===== src/rtl/spmv_op_sequencer_pkg.sv =====
// Shared definitions for the PE op-chain sequencer: op-word field layout,
// opcode values, sequencer state encodings and the command-queue entry.
package spmv_op_sequencer_pkg;

  localparam int OPC_W   = 3;
  localparam int PEID_W  = 4;
  localparam int ARG1_W  = 4;
  localparam int DATA_W  = 52;
  localparam int OP_W    = 64;

  localparam logic [OPC_W-1:0] OP_NOP    = 3'd0;
  localparam logic [OPC_W-1:0] OP_RST    = 3'd1;
  localparam logic [OPC_W-1:0] OP_LD     = 3'd2;
  localparam logic [OPC_W-1:0] OP_STEADY = 3'd3;

  localparam logic [1:0] ST_RUN       = 2'd0;
  localparam logic [1:0] ST_DRAIN     = 2'd1;
  localparam logic [1:0] ST_WAIT_IDLE = 2'd2;

  // Field order matches the PE chain: [63:12] data, [11:8] arg1, [7] bcast,
  // [6:3] PE id, [2:0] opcode.
  typedef struct packed {
    logic [DATA_W-1:0] data;
    logic [ARG1_W-1:0] arg1;
    logic              bcast;
    logic [PEID_W-1:0] pe_id;
    logic [OPC_W-1:0]  opcode;
  } op_t;

  typedef struct packed {
    logic barrier;
    op_t  op;
  } cmd_entry_t;

  localparam int CMD_W = $bits(cmd_entry_t);

  function automatic logic op_is_nop(input op_t op);
    return op == '0;
  endfunction

endpackage


===== src/rtl/std_fifo.sv =====
// Generic first-word-fall-through FIFO; head data is valid whenever o_empty is low.
// DEPTH must be a power of two >= 2; push while full and pop while empty are ignored.
module std_fifo #(
  parameter int WIDTH = 8,
  parameter int DEPTH = 8
) (
  input  logic             clk,
  input  logic             rst_n,
  input  logic             i_push,
  input  logic [WIDTH-1:0] i_push_dat,
  output logic             o_full,
  input  logic             i_pop,
  output logic [WIDTH-1:0] o_pop_dat,
  output logic             o_empty
);

  localparam int AW = $clog2(DEPTH);

  logic [WIDTH-1:0] r_mem [DEPTH];
  logic [AW:0]      r_wr_ptr;
  logic [AW:0]      r_rd_ptr;
  logic             w_do_push;
  logic             w_do_pop;

  // Extra pointer bit distinguishes full from empty when the indices match.
  assign o_empty   = (r_wr_ptr == r_rd_ptr);
  assign o_full    = (r_wr_ptr[AW] != r_rd_ptr[AW]) &&
                     (r_wr_ptr[AW-1:0] == r_rd_ptr[AW-1:0]);
  assign o_pop_dat = r_mem[r_rd_ptr[AW-1:0]];
  assign w_do_push = i_push && !o_full;
  assign w_do_pop  = i_pop && !o_empty;

  always_ff @(posedge clk) begin
    if (!rst_n) begin
      r_wr_ptr <= '0;
      r_rd_ptr <= '0;
    end else begin
      if (w_do_push) r_wr_ptr <= r_wr_ptr + 1'b1;
      if (w_do_pop)  r_rd_ptr <= r_rd_ptr + 1'b1;
    end
  end

  always_ff @(posedge clk) begin
    if (w_do_push) r_mem[r_wr_ptr[AW-1:0]] <= i_push_dat;
  end

endmodule


===== src/rtl/spmv_op_sequencer.sv =====
// Feeds host commands into the PE op chain at up to one op per cycle and
// resolves barriers by draining the chain then waiting for busy to settle low.
module spmv_op_sequencer
  import spmv_op_sequencer_pkg::*;
#(
  parameter int NUM_PE         = 4,
  parameter int CMD_DEPTH      = 8,
  parameter int SETTLE_CYCLES  = 4,
  parameter int TIMEOUT_CYCLES = 65536
) (
  input  logic        clk,
  input  logic        rst_n,
  input  logic        cmd_valid,
  input  logic        cmd_wait,
  input  logic [63:0] cmd_op,
  output logic        cmd_ready,
  output logic [63:0] op_out,
  input  logic        busy_in,
  output logic        idle,
  output logic        barrier_done,
  output logic        timeout_err,
  output logic [31:0] ops_issued
);

  localparam int DRAIN_LOAD = 2 * NUM_PE + 2;
  localparam int DRAIN_W    = $clog2(DRAIN_LOAD + 1);
  localparam int SETTLE_W   = $clog2(SETTLE_CYCLES + 1);
  localparam int TMO_W      = $clog2(TIMEOUT_CYCLES + 1);

  localparam logic [DRAIN_W-1:0]  DRAIN_INIT = DRAIN_W'(DRAIN_LOAD);
  localparam logic [SETTLE_W-1:0] SETTLE_MAX = SETTLE_W'(SETTLE_CYCLES);
  localparam logic [TMO_W-1:0]    TMO_MAX    = TMO_W'(TIMEOUT_CYCLES);

  logic [1:0]          r_state;
  op_t                 r_op;
  logic [DRAIN_W-1:0]  r_drain;
  logic [SETTLE_W-1:0] r_settle;
  logic [TMO_W-1:0]    r_tmo;
  logic                r_idle;
  logic                r_done;
  logic                r_err;
  logic [31:0]         r_ops;

  logic                w_full;
  logic                w_empty;
  logic                w_push;
  logic                w_pop;
  cmd_entry_t          w_push_dat;
  logic [CMD_W-1:0]    w_head_raw;
  cmd_entry_t          w_head;
  logic [SETTLE_W-1:0] w_settle_nxt;
  logic [TMO_W-1:0]    w_tmo_nxt;

  assign cmd_ready          = !w_full && rst_n;
  assign w_push             = cmd_valid && cmd_ready;
  assign w_push_dat.barrier = cmd_wait;
  assign w_push_dat.op      = cmd_op;
  assign w_head             = w_head_raw;
  // Head is consumed in RUN whether it is an op or a barrier.
  assign w_pop              = (r_state == ST_RUN) && !w_empty;

  std_fifo #(
    .WIDTH (CMD_W),
    .DEPTH (CMD_DEPTH)
  ) u_cmd_q (
    .clk        (clk),
    .rst_n      (rst_n),
    .i_push     (w_push),
    .i_push_dat (w_push_dat),
    .o_full     (w_full),
    .i_pop      (w_pop),
    .o_pop_dat  (w_head_raw),
    .o_empty    (w_empty)
  );

  assign w_settle_nxt = busy_in ? '0 : r_settle + 1'b1;
  assign w_tmo_nxt    = (r_tmo == TMO_MAX) ? r_tmo : r_tmo + 1'b1;

  always_ff @(posedge clk) begin
    if (!rst_n) begin
      r_state  <= ST_RUN;
      r_op     <= '0;
      r_drain  <= '0;
      r_settle <= '0;
      r_tmo    <= '0;
      r_idle   <= 1'b1;
      r_done   <= 1'b0;
      r_err    <= 1'b0;
      r_ops    <= '0;
    end else begin
      r_op   <= '0;
      r_done <= 1'b0;
      r_idle <= w_empty && (r_state == ST_RUN) && !busy_in;
      case (r_state)
        ST_RUN: begin
          if (!w_empty) begin
            if (w_head.barrier) begin
              r_state <= ST_DRAIN;
              r_drain <= DRAIN_INIT;
            end else begin
              r_op <= w_head.op;
              if (!op_is_nop(w_head.op)) r_ops <= r_ops + 1'b1;
            end
          end
        end
        ST_DRAIN: begin
          r_drain <= r_drain - 1'b1;
          if (r_drain == DRAIN_W'(1)) begin
            r_state  <= ST_WAIT_IDLE;
            r_settle <= '0;
            r_tmo    <= '0;
          end
        end
        ST_WAIT_IDLE: begin
          r_settle <= w_settle_nxt;
          r_tmo    <= w_tmo_nxt;
          if (w_tmo_nxt == TMO_MAX) r_err <= 1'b1;
          // Returning to RUN here lets the next entry pop in the pulse cycle.
          if (w_settle_nxt == SETTLE_MAX) begin
            r_done  <= 1'b1;
            r_state <= ST_RUN;
          end
        end
        default: r_state <= ST_RUN;
      endcase
    end
  end

  assign op_out       = r_op;
  assign idle         = r_idle;
  assign barrier_done = r_done;
  assign timeout_err  = r_err;
  assign ops_issued   = r_ops;

  a_done_single: assert property (@(posedge clk) disable iff (!rst_n)
    barrier_done |=> !barrier_done);

endmodule


===== config.mk =====
export PLATFORM = sky130hd
export DESIGN_NAME = spmv_op_sequencer
export DESIGN_NICKNAME = d
export VERILOG_FILES = /design/src/rtl/spmv_op_sequencer_pkg.sv /design/src/rtl/std_fifo.sv /design/src/rtl/spmv_op_sequencer.sv
export SDC_FILE = /design/constraint.sdc
export NUM_CORES = 1
export LEC_CHECK = 0
export CAP_MARGIN = 20
export CORE_AREA = 4 4 211 213
export DETAILED_ROUTE_END_ITERATION = 8
export DIE_AREA = 0 0 215 217
export MAX_ROUTING_LAYER = met4
export PLACE_DENSITY_LB_ADDON = 0.1
export SYNTH_ARGS = -nofsm -noshare
export SYNTH_HDL_FRONTEND = slang
export SYNTH_SLANG_ARGS = --single-unit

===== constraint.sdc =====
create_clock -name clk -period 8.6 [get_ports clk]
set_clock_uncertainty 0.2 [all_clocks]
set_input_delay 0.86 -clock clk [delete_from_list [all_inputs] [get_ports clk]]
set_output_delay 0.86 -clock clk [all_outputs]
set_load 0.1 [all_outputs]

Word-level counts from Yosys, hierarchy flattened
Memories as Yosys holds them, arrays and structs flattened. A register that Yosys moved wholly into a read port is not among the register bits.
Cells that the tools add are included.
Storage, ports and cells
  bits in registers: 133
  memories kept: 1
  memory bits (writable): 520
  input port bits: 69
Memories
  u_cmd_q.r_mem: words 8, width 65, read ports 1, clocked after memory_dff 1, wr ports 1, RTL line std_fifo.sv:19  | logic [WIDTH-1:0] r_mem [DEPTH];
Operators by class
  bitwise gates (word level): 5
  add/sub/neg operators: 6
  muxes and demuxes: 19
  equal/unequal tests: 13
  reduce and logical (&&, ||, !) cells: 22
Operators by type and width (number)
  $logic_not A64 Y1: 1
  $eq A17 B17 Y1 const B: 2
  $mux W17: 2
  $pmux W17 S2: 1
  $add A32 B1 Y32 const B: 1
  $add A17 B1 Y17 const B: 1
  $mux W3: 4
  $add A4 B1 Y4 const B: 2
  $logic_and A1 B1 Y1: 8
  $mux W2: 4
  $mux W4: 2
  $pmux W4 S2: 1
  $reduce_and A4 Y1: 2
  $ne A2 B2 Y1 const B: 3
  $pmux W2 S3: 1
  $pmux W3 S2: 1
  $reduce_and A2 Y1: 3
  $not A1 Y1: 5
  $eq A4 B1 Y1 const B: 1
  $eq A4 B4 Y1: 1
  $reduce_bool A2 Y1: 2
  $reduce_or A4 Y1: 1
  $sub A4 B1 Y4 const B: 1
  $add A3 B1 Y3 const B: 1
  other kinds (10): 14

Depth between registers and ports, before layout
Gate-level depths: netlist of the first run.
  depth after elaboration: 8
  depth in mapped cells: 12

By module
A second synthesis of the first run with hierarchy kept.
Second synthesis, totals
  cells, all modules: 1401
  area total of the unflattened synthesis: 25654.6 um^2
Modules (own cells, without submodules)
  std_fifo: times used 1, area each 20246.9 um^2, cells an instance 834
  spmv_op_sequencer: times used 1, area each 5407.7 um^2, cells an instance 567

Worst setup path before layout of the first run
OpenSTA, ideal clock, no wires.
  path type: input to register
  start: input rst_n
  end: memory u_cmd_q.r_mem[0][0] (netlist bit) (enable)
  slack: -119 ps
  arrival time: 7951 ps
  data required time: 7832 ps
  stages: 6
  path buffers: 1
  path through: clkbuf_1 > inv_1 > a41oi_1 > nand2_1 > or2_2 > nor3_1
Between the ends
  longest elaborated chain between the ends: 5
Ends and longest elaborated chain
  from (decl): RTL line spmv_op_sequencer.sv:12  | input logic rst_n,
  $logic_and A1 B1 Y1: RTL line spmv_op_sequencer.sv:54  | assign cmd_ready = !w_full && rst_n;
  net cmd_ready: RTL line spmv_op_sequencer.sv:16  | output logic cmd_ready,
  $logic_and A1 B1 Y1: RTL line spmv_op_sequencer.sv:55  | assign w_push = cmd_valid && cmd_ready;
  $logic_and A1 B1 Y1: RTL line std_fifo.sv:30  | assign w_do_push = i_push && !o_full;
  $mux W1: RTL line std_fifo.sv:44  | if (w_do_push) r_mem[r_wr_ptr[AW-1:0]] <= i_push_dat;
  $mux W1 (implied by the code): RTL line std_fifo.sv:44
  to (decl): RTL line std_fifo.sv:19
The timed path passes the listed nets, and every way through them passes these cells.

==> out/qor.txt, run 1 <==
status - complete, no violations
DRC - 0
Layout area overhead - 17.76%
first-pass GRT wire length - 78800 um
Resized Gates After CTS - 0
Async S/R FF share, synth - 0
clock tree from TritonCTS - built
Cell variety after synth - 53
fmax - 0.1886 GHz
most frequent cells after synthesis - 520 x edfxtp_1, 136 x dfxtp_1, 130 x mux4_2, 115 x nor2_1, 71 x mux2i_1
Max-Cap Viols - 0
Pleak - 0.009141 uW
top-count cell post-synth - edfxtp_1
register area - 18350 um^2
routed wire length - 50750 um
Slew Viols, Final - 0
Slew @ Worst Pin - 1.197 ns
die width - 215 um
min-delay src - ops_issued[31]$_SDFFE_PN0P_
area of the multi-input gates - 6220 um^2
nets in the synthesized netlist - 1460
Placed Area - 27130 um^2
EDFF count, synth - 520
CTS Buf Count - 67
RD Place Congestion - 0.7977
Synth Instances - 1383
H-tree Lvls - 3
root buf cell - clkbuf_16
postcts setup bufs - 0
Synth area leader - edfxtp_1
Die Area - 46660 um^2
critical path endpoint category - flop
CP peak stage delay - 1.03 ns
Rel. slew slack - 0.1947
Worst setup SP type - flop
Worst Reg-to-Reg Cells - 9
Ys Warns - 0
proportion of layout cells with a drive suffix above 1 - 0.1670
Final Critical Period - 5.301 ns
Clk pin slew, worst setup/hold paths - 0.06 ns
Pre-antenna DRT Iters - 5
Required @ worst endpoint - 8.82 ns
CP Class - flop to flop
Hold Path Depth - 2
CTS Sinks - 656
core area - 42700 um^2
fin area - 29330 um^2
Seq/Total Area, Yosys - 0.7363
Synth Flop Type - edfxtp_1
Hold Crit Class - flop to flop
setup violators final - 0
CP max stage cell - nor4_1
Nets - 1643
Yosys reg bits - 656
top cells by area, synth - edfxtp_1 63%, mux4_2 12%, dfxtp_1 11%
worst-skew pair later-pin latency - 0.58 ns
DRT iter0 DRCs - 1173
routed vias - 13150
Site Rows - 76
TNS Setup - 0 ns
post-DP HPWL - 29190 um
post-route clock period utilization - 0.6164
CP cell instances - buf_12 > mux4_2 > mux2i_1 > nand4_1 > nor4_1 > and4_1 > buf_4 > or4_1 > a21oi_1
worst-path fanout max - 80
PD cells - 272.9 nW/um^2
largest net degree at the start of global routing - 81
top cell type's share of synthesized area - 0.6270
antenna-violating nets left - 0
PortBufs - 168
Post-Syn Area - 24910 um^2
RSZ-0062 raised after global routing - false
total gr overflow - 0
drt wl/cell - 23.45 um
Avg Cell Area, Syn - 18.01 um^2
CTS Buffer Depth - 3
Die Ht - 217 um
Fill cells - 2797
Fin. Hold Viols - 0
# IOs - 169
# hold bufs at CTS - 0
Peak VDD IR - 0.0002299 V
Vias/cell - 6.077
initial antenna violation count - 2
vias in the first global route - 13220
Initial Utilization - 0.5833
Worst EP arrival - 5.52 ns
Tot GR Track Use - 0.2261
power breakdown:
| part | leakage (uW) | switching [uW] | total (uW) | internal, uW |
|---|---|---|---|---|
| combinational | 0.00227 | 949 | 1490 | 538 |
| clock | 0.00107 | 1150 | 2860 | 1710 |
| sequential | 0.00580 | 118 | 3650 | 3530 |
| total | 0.00914 | 2220 | 8000 | 5780 |
sequential cells by signal (all words and copies together), names as in the netlist, named ones only:
signal	flops
r_settle	3
op_out	64
u_cmd_q.r_rd_ptr	4
idle	1
r_tmo	17
u_cmd_q.r_mem	520
r_state	2
ops_issued	32
barrier_done	1
timeout_err	1
u_cmd_q.r_wr_ptr	4
r_drain	4
routing by layer:
layer | up-vias | GRT usage | wire length (um)
met3 | 81 | 0.03812 | 2785
li1 | 5900 | - | -
met2 | 407 | 0.3573 | 24620
met1 | 6763 | 0.3166 | 22290
met4 | 0 | 0.05454 | 1062
met5 | - | - | 0
worst paths after layout:
check                           endpoint  slack, ns
max          ops_issued[23]$_SDFFE_PN0P_       3.30
min          ops_issued[31]$_SDFFE_PN0P_       0.28
max reg2reg  ops_issued[23]$_SDFFE_PN0P_       3.30
min reg2reg  ops_issued[31]$_SDFFE_PN0P_       0.28
layout make-up:
cell class | instances | share of cell area
Timing Repair Buffer | 185 | 0.06254
Tap cell | 546 | 0.02329
Multi-Input combinational cell | 644 | 0.2121
Clock inverter | 30 | 0.01122
Sequential cell | 656 | 0.6256
Inverter | 12 | 0.001536
Clock buffer | 90 | 0.06361
Antenna cell | 1 | 0.00008532
kinds of logic after synthesis:
logic type / count (synthesis) / synth area share
flops: 656 / 0.7363
mux: 202 / 0.1470
compound gates: 113 / 0.02813
simple gates: 307 / 0.06275
fa+ha+maj: 8 / 0.004019
xor+xnor: 14 / 0.004923
buf+inv: 83 / 0.01688
worst max-delay path, delay by kind of cell, from the launching register on:
kind | cells | cell delay, ns
AOI/OAI and AO/OA | 1 | 0.07
buffers and inverters | 2 | 0.96
DFF | 1 | 0.73
muxes | 2 | 0.94
and+or+nand+nor | 4 | 1.99
cells in the final DEF (no fill, tap or decap), types with 15 or more instances in the layout:
cell type / n
buf_4: 15
dfxtp_1: 133
clkbuf_16: 69
mux4_2: 130
nor2_1: 109
o31ai_1: 27
o21ai_0: 19
nand3_1: 16
or4_1: 28
nand4_1: 25
clkbuf_1: 15
edfxtp_1: 520
mux2i_1: 71
a21oi_1: 42
clkdlybuf4s50_1: 168
nand2_1: 46
metrics by stage:
step | std cells | util | total power [uW] | worst slack, ns | hold slack (ns)
2_1_floorplan | 1383 | - | 4841 | 1.630 | 0.2560
4_1_cts | 2163 | 0.6868 | 8090 | 3.311 | 0.2817
3_3_place_gp | 2042 | 0.6350 | 5213 | 3.392 | 0.2669
6_report | 2164 | 0.6869 | 8004 | 3.299 | 0.2839
5_1_grt | 2164 | 0.6869 | 8317 | 3.045 | 0.3201
3_5_place_dp | 2043 | 0.6354 | 5225 | 3.414 | 0.2741
Note: power is estimated with default switching activity, not from simulation.
==> run 2: changes to the inputs <==
CORE_AREA = 4 4 222 224   (was 4 4 211 213)
DIE_AREA = 0 0 226 228   (was 0 0 215 217)
clock period = 4.6 ns   (was 8.6 ns; I/O delays follow)
==> run 2 against run 1 <==
- worst hold slack improved by 0.0022 ns
- utilization fell by 5.8 points
- die area is 10% higher
- critical path depth increased by 1
- cell area is 1.5% higher
- sequential cell count stayed put
- sequential share of layout area down 0.91 points
- highest routed layer unchanged
==> out/qor.txt, run 2 (synthesis gave the netlist of run 1 again) <==
Slew Viols, Final - 0 (unchanged)
Final Critical Period - 4.138 ns (-1.163 ns)
max reg flops - 520 (unchanged)
initial antenna violation count - 8 (+6)
H-tree Lvls - 3 (unchanged)
reg2reg setup slack - 0.46 ns (-2.84 ns)
RSZ-0062 raised after global routing - false
worst-skew pair later-pin latency - 0.59 ns (about the same)
RR Endpoint - ops_issued[25]$_SDFFE_PN0P_
Site Rows - 80 (+5.3%)
antenna-violating nets left - 0 (unchanged)
Initial Utilization - 0.5260 (-0.05728)
Layout area overhead - 19.50%
CP peak stage delay - 0.63 ns (-0.40 ns)
# IOs - 169 (unchanged)
commonest non-fill, non-tap cell in the layout - edfxtp_1
Die Ht - 228 um (+5.1%)
setup violators final - 0 (unchanged)
proportion of layout cells with a drive suffix above 1 - 0.1732 (+0.006195)
min-delay src - r_tmo[16]$_SDFFE_PN0P_
Resized Gates After CTS - 0 (unchanged)
post-DP HPWL - 31820 um (+9.0%)
# hold bufs at CTS - 0 (unchanged)
Worst path most repeated cell - buf_12
Top Family by Delay on Critical Path - simple AND/OR/NAND/NOR gates
CTS Buffer Depth - 3 (unchanged)
worst-path fanout max - 59 (-26%)
Slew @ Worst Pin - 1.029 ns (-0.1681 ns)
fin area - 29760 um^2 (+1.5%)
clock tree from TritonCTS - built
Clk pin slew, worst setup/hold paths - 0.06 ns (about the same)
DRC - 0 (unchanged)
Fill cells - 3370 (+20%)
CTS Buf Count - 68 (+1.5%)
PortBufs - 168 (unchanged)
commonest non-fill, non-tap cells in the layout - 520 x edfxtp_1, 167 x clkdlybuf4s50_1, 133 x dfxtp_1
routed wire length - 53520 um (+5.5%)
Hold Path Depth - 2 (unchanged)
fmax - 0.2417 GHz (+28%)
status - complete, no violations
Peak VDD IR - 0.0003714 V (+62%)
Post-Layout Cell Count - 2263 (+4.6%)
area of the multi-input gates - 6246 um^2 (+0.42%)
Worst setup SP type - flop
placed insts - 2130 (+4.3%)
TNS Setup - 0 ns (unchanged)
first-pass GRT wire length - 81630 um (+3.6%)
Tot GR Track Use - 0.2150 (-0.01106)
DRT iter0 DRCs - 1294 (+10%)
WP buf/inv - 3 (+1)
core area - 47350 um^2 (+11%)
postcts setup bufs - 0 (unchanged)
register area - 18350 um^2 (unchanged)
Worst EP arrival - 4.37 ns (-1.15 ns)
Pleak - 0.009244 uW (+1.1%)
critical path endpoint category - flop
die width - 226 um (+5.1%)
CP max stage cell - dfxtp_4
drt wl/cell - 23.65 um (+0.84%)
CP Class - flop to flop
CTS Sinks - 656 (unchanged)
WHS Endpoint - r_tmo[16]$_SDFFE_PN0P_
vias in the first global route - 13220 (+0.023%)
total gr overflow - 0 (unchanged)
CP cell instances - buf_12 > buf_12 > mux4_2 > mux2i_1 > nand4_1 > nor4_1 > and4_1 > buf_4 > or4_1 > a21oi_1
Die Area - 51530 um^2 (+10%)
RD Place Congestion - 0.7809 (-2.1%)
largest net degree at the start of global routing - 66 (-19%)
Vias/cell - 5.836 (-4.0%)
post-route clock period utilization - 0.8996 (+0.2832)
Hold Crit Class - flop to flop
Nets - 1662 (+1.2%)
Worst Reg-to-Reg Cells - 10 (+1)
routed vias - 13210 (+0.43%)
Required @ worst endpoint - 4.83 ns (-3.99 ns)
PD cells - 498.8 nW/um^2 (+83%)
root buf cell - clkbuf_16
Fin. Hold Viols - 0 (unchanged)
Max-Cap Viols - 0 (unchanged)
Placed Area - 27660 um^2 (+2.0%)
Rel. slew slack - 0.3119 (+0.1173)
hold slack - 0.2862 ns (+0.002248 ns)
Pre-antenna DRT Iters - 5 (unchanged)
-- run 2: cell types whose count changed in the layout (fill, tap and decap cells not counted), sizes merged --
cell           delta
buf              +19
bufinv            -5
clkbuf            +4
clkdlybuf4s50     -1
clkinv            +5
clkinvlp          +1
diode             +7
-- run 2: worst max path at each step --
| stage | startpoint | end | slack (ns) | depth (start not counted) |
|---|---|---|---|---|
| 5_1_grt | flop | ops_issued[5]$_SDFFE_PN0P_ | 0.16 | 10 |
| 3_3_place_gp | flop | ops_issued[15]$_SDFFE_PN0P_ | 0.36 | 10 |
| 4_1_cts | flop | ops_issued[15]$_SDFFE_PN0P_ | 0.39 | 10 |
| 3_5_place_dp | flop | ops_issued[5]$_SDFFE_PN0P_ | 0.40 | 10 |
| 2_1_floorplan | rst_n | u_cmd_q.r_mem[4][0]$_DFFE_PP_ | 0.20 | 7 |
| 6_report | flop | ops_issued[25]$_SDFFE_PN0P_ | 0.46 | 10 |
-- run 2: cell type report --
cell class	instances	share of cell area
sequential	656	0.6165
multi-input combinational	644	0.2099
timing repair buffer	203	0.07576
clock buffer	94	0.06323
tap	615	0.02585
clock inverter	31	0.006600
inverter	12	0.001513
antenna	8	0.0006726
-- run 2: worst register-to-register path, stage by stage, from the launching register on --
cell and delay, ns:
dfxtp_4 0.63, buf_12 0.29, buf_12 0.21, mux4_2 0.50
mux2i_1 0.39, nand4_1 0.32, nor4_1 0.36, and4_1 0.32
buf_4 0.49, or4_1 0.22, a21oi_1 0.06
-- run 2: routing by layer --
layer,share of wire,global-route usage,vias to the layer above
met3,0.059,0.04153,51
met5,0,-,-
li1,-,-,5969
met4,0.014,0.05188,0
met2,0.48,0.3307,387
met1,0.44,0.3030,6800
-- run 2: report_power, final --
group | switching (uW) | total [uW] | internal (uW)
clock network | 2170 | 5100 | 2930
registers | 193 | 6800 | 6610
logic | 1860 | 2940 | 1080
total | 4220 | 14800 | 10600
-- run 2: through the flow --
step,total power [uW],setup slack (ns),utilization
floorplan,9056,0.2015,-
global placement,9886,0.3565,0.5843
detailed placement,9898,0.4012,0.5843
CTS,15020,0.3916,0.6282
global route,15430,0.1575,0.6286
finish,14840,0.4619,0.6286
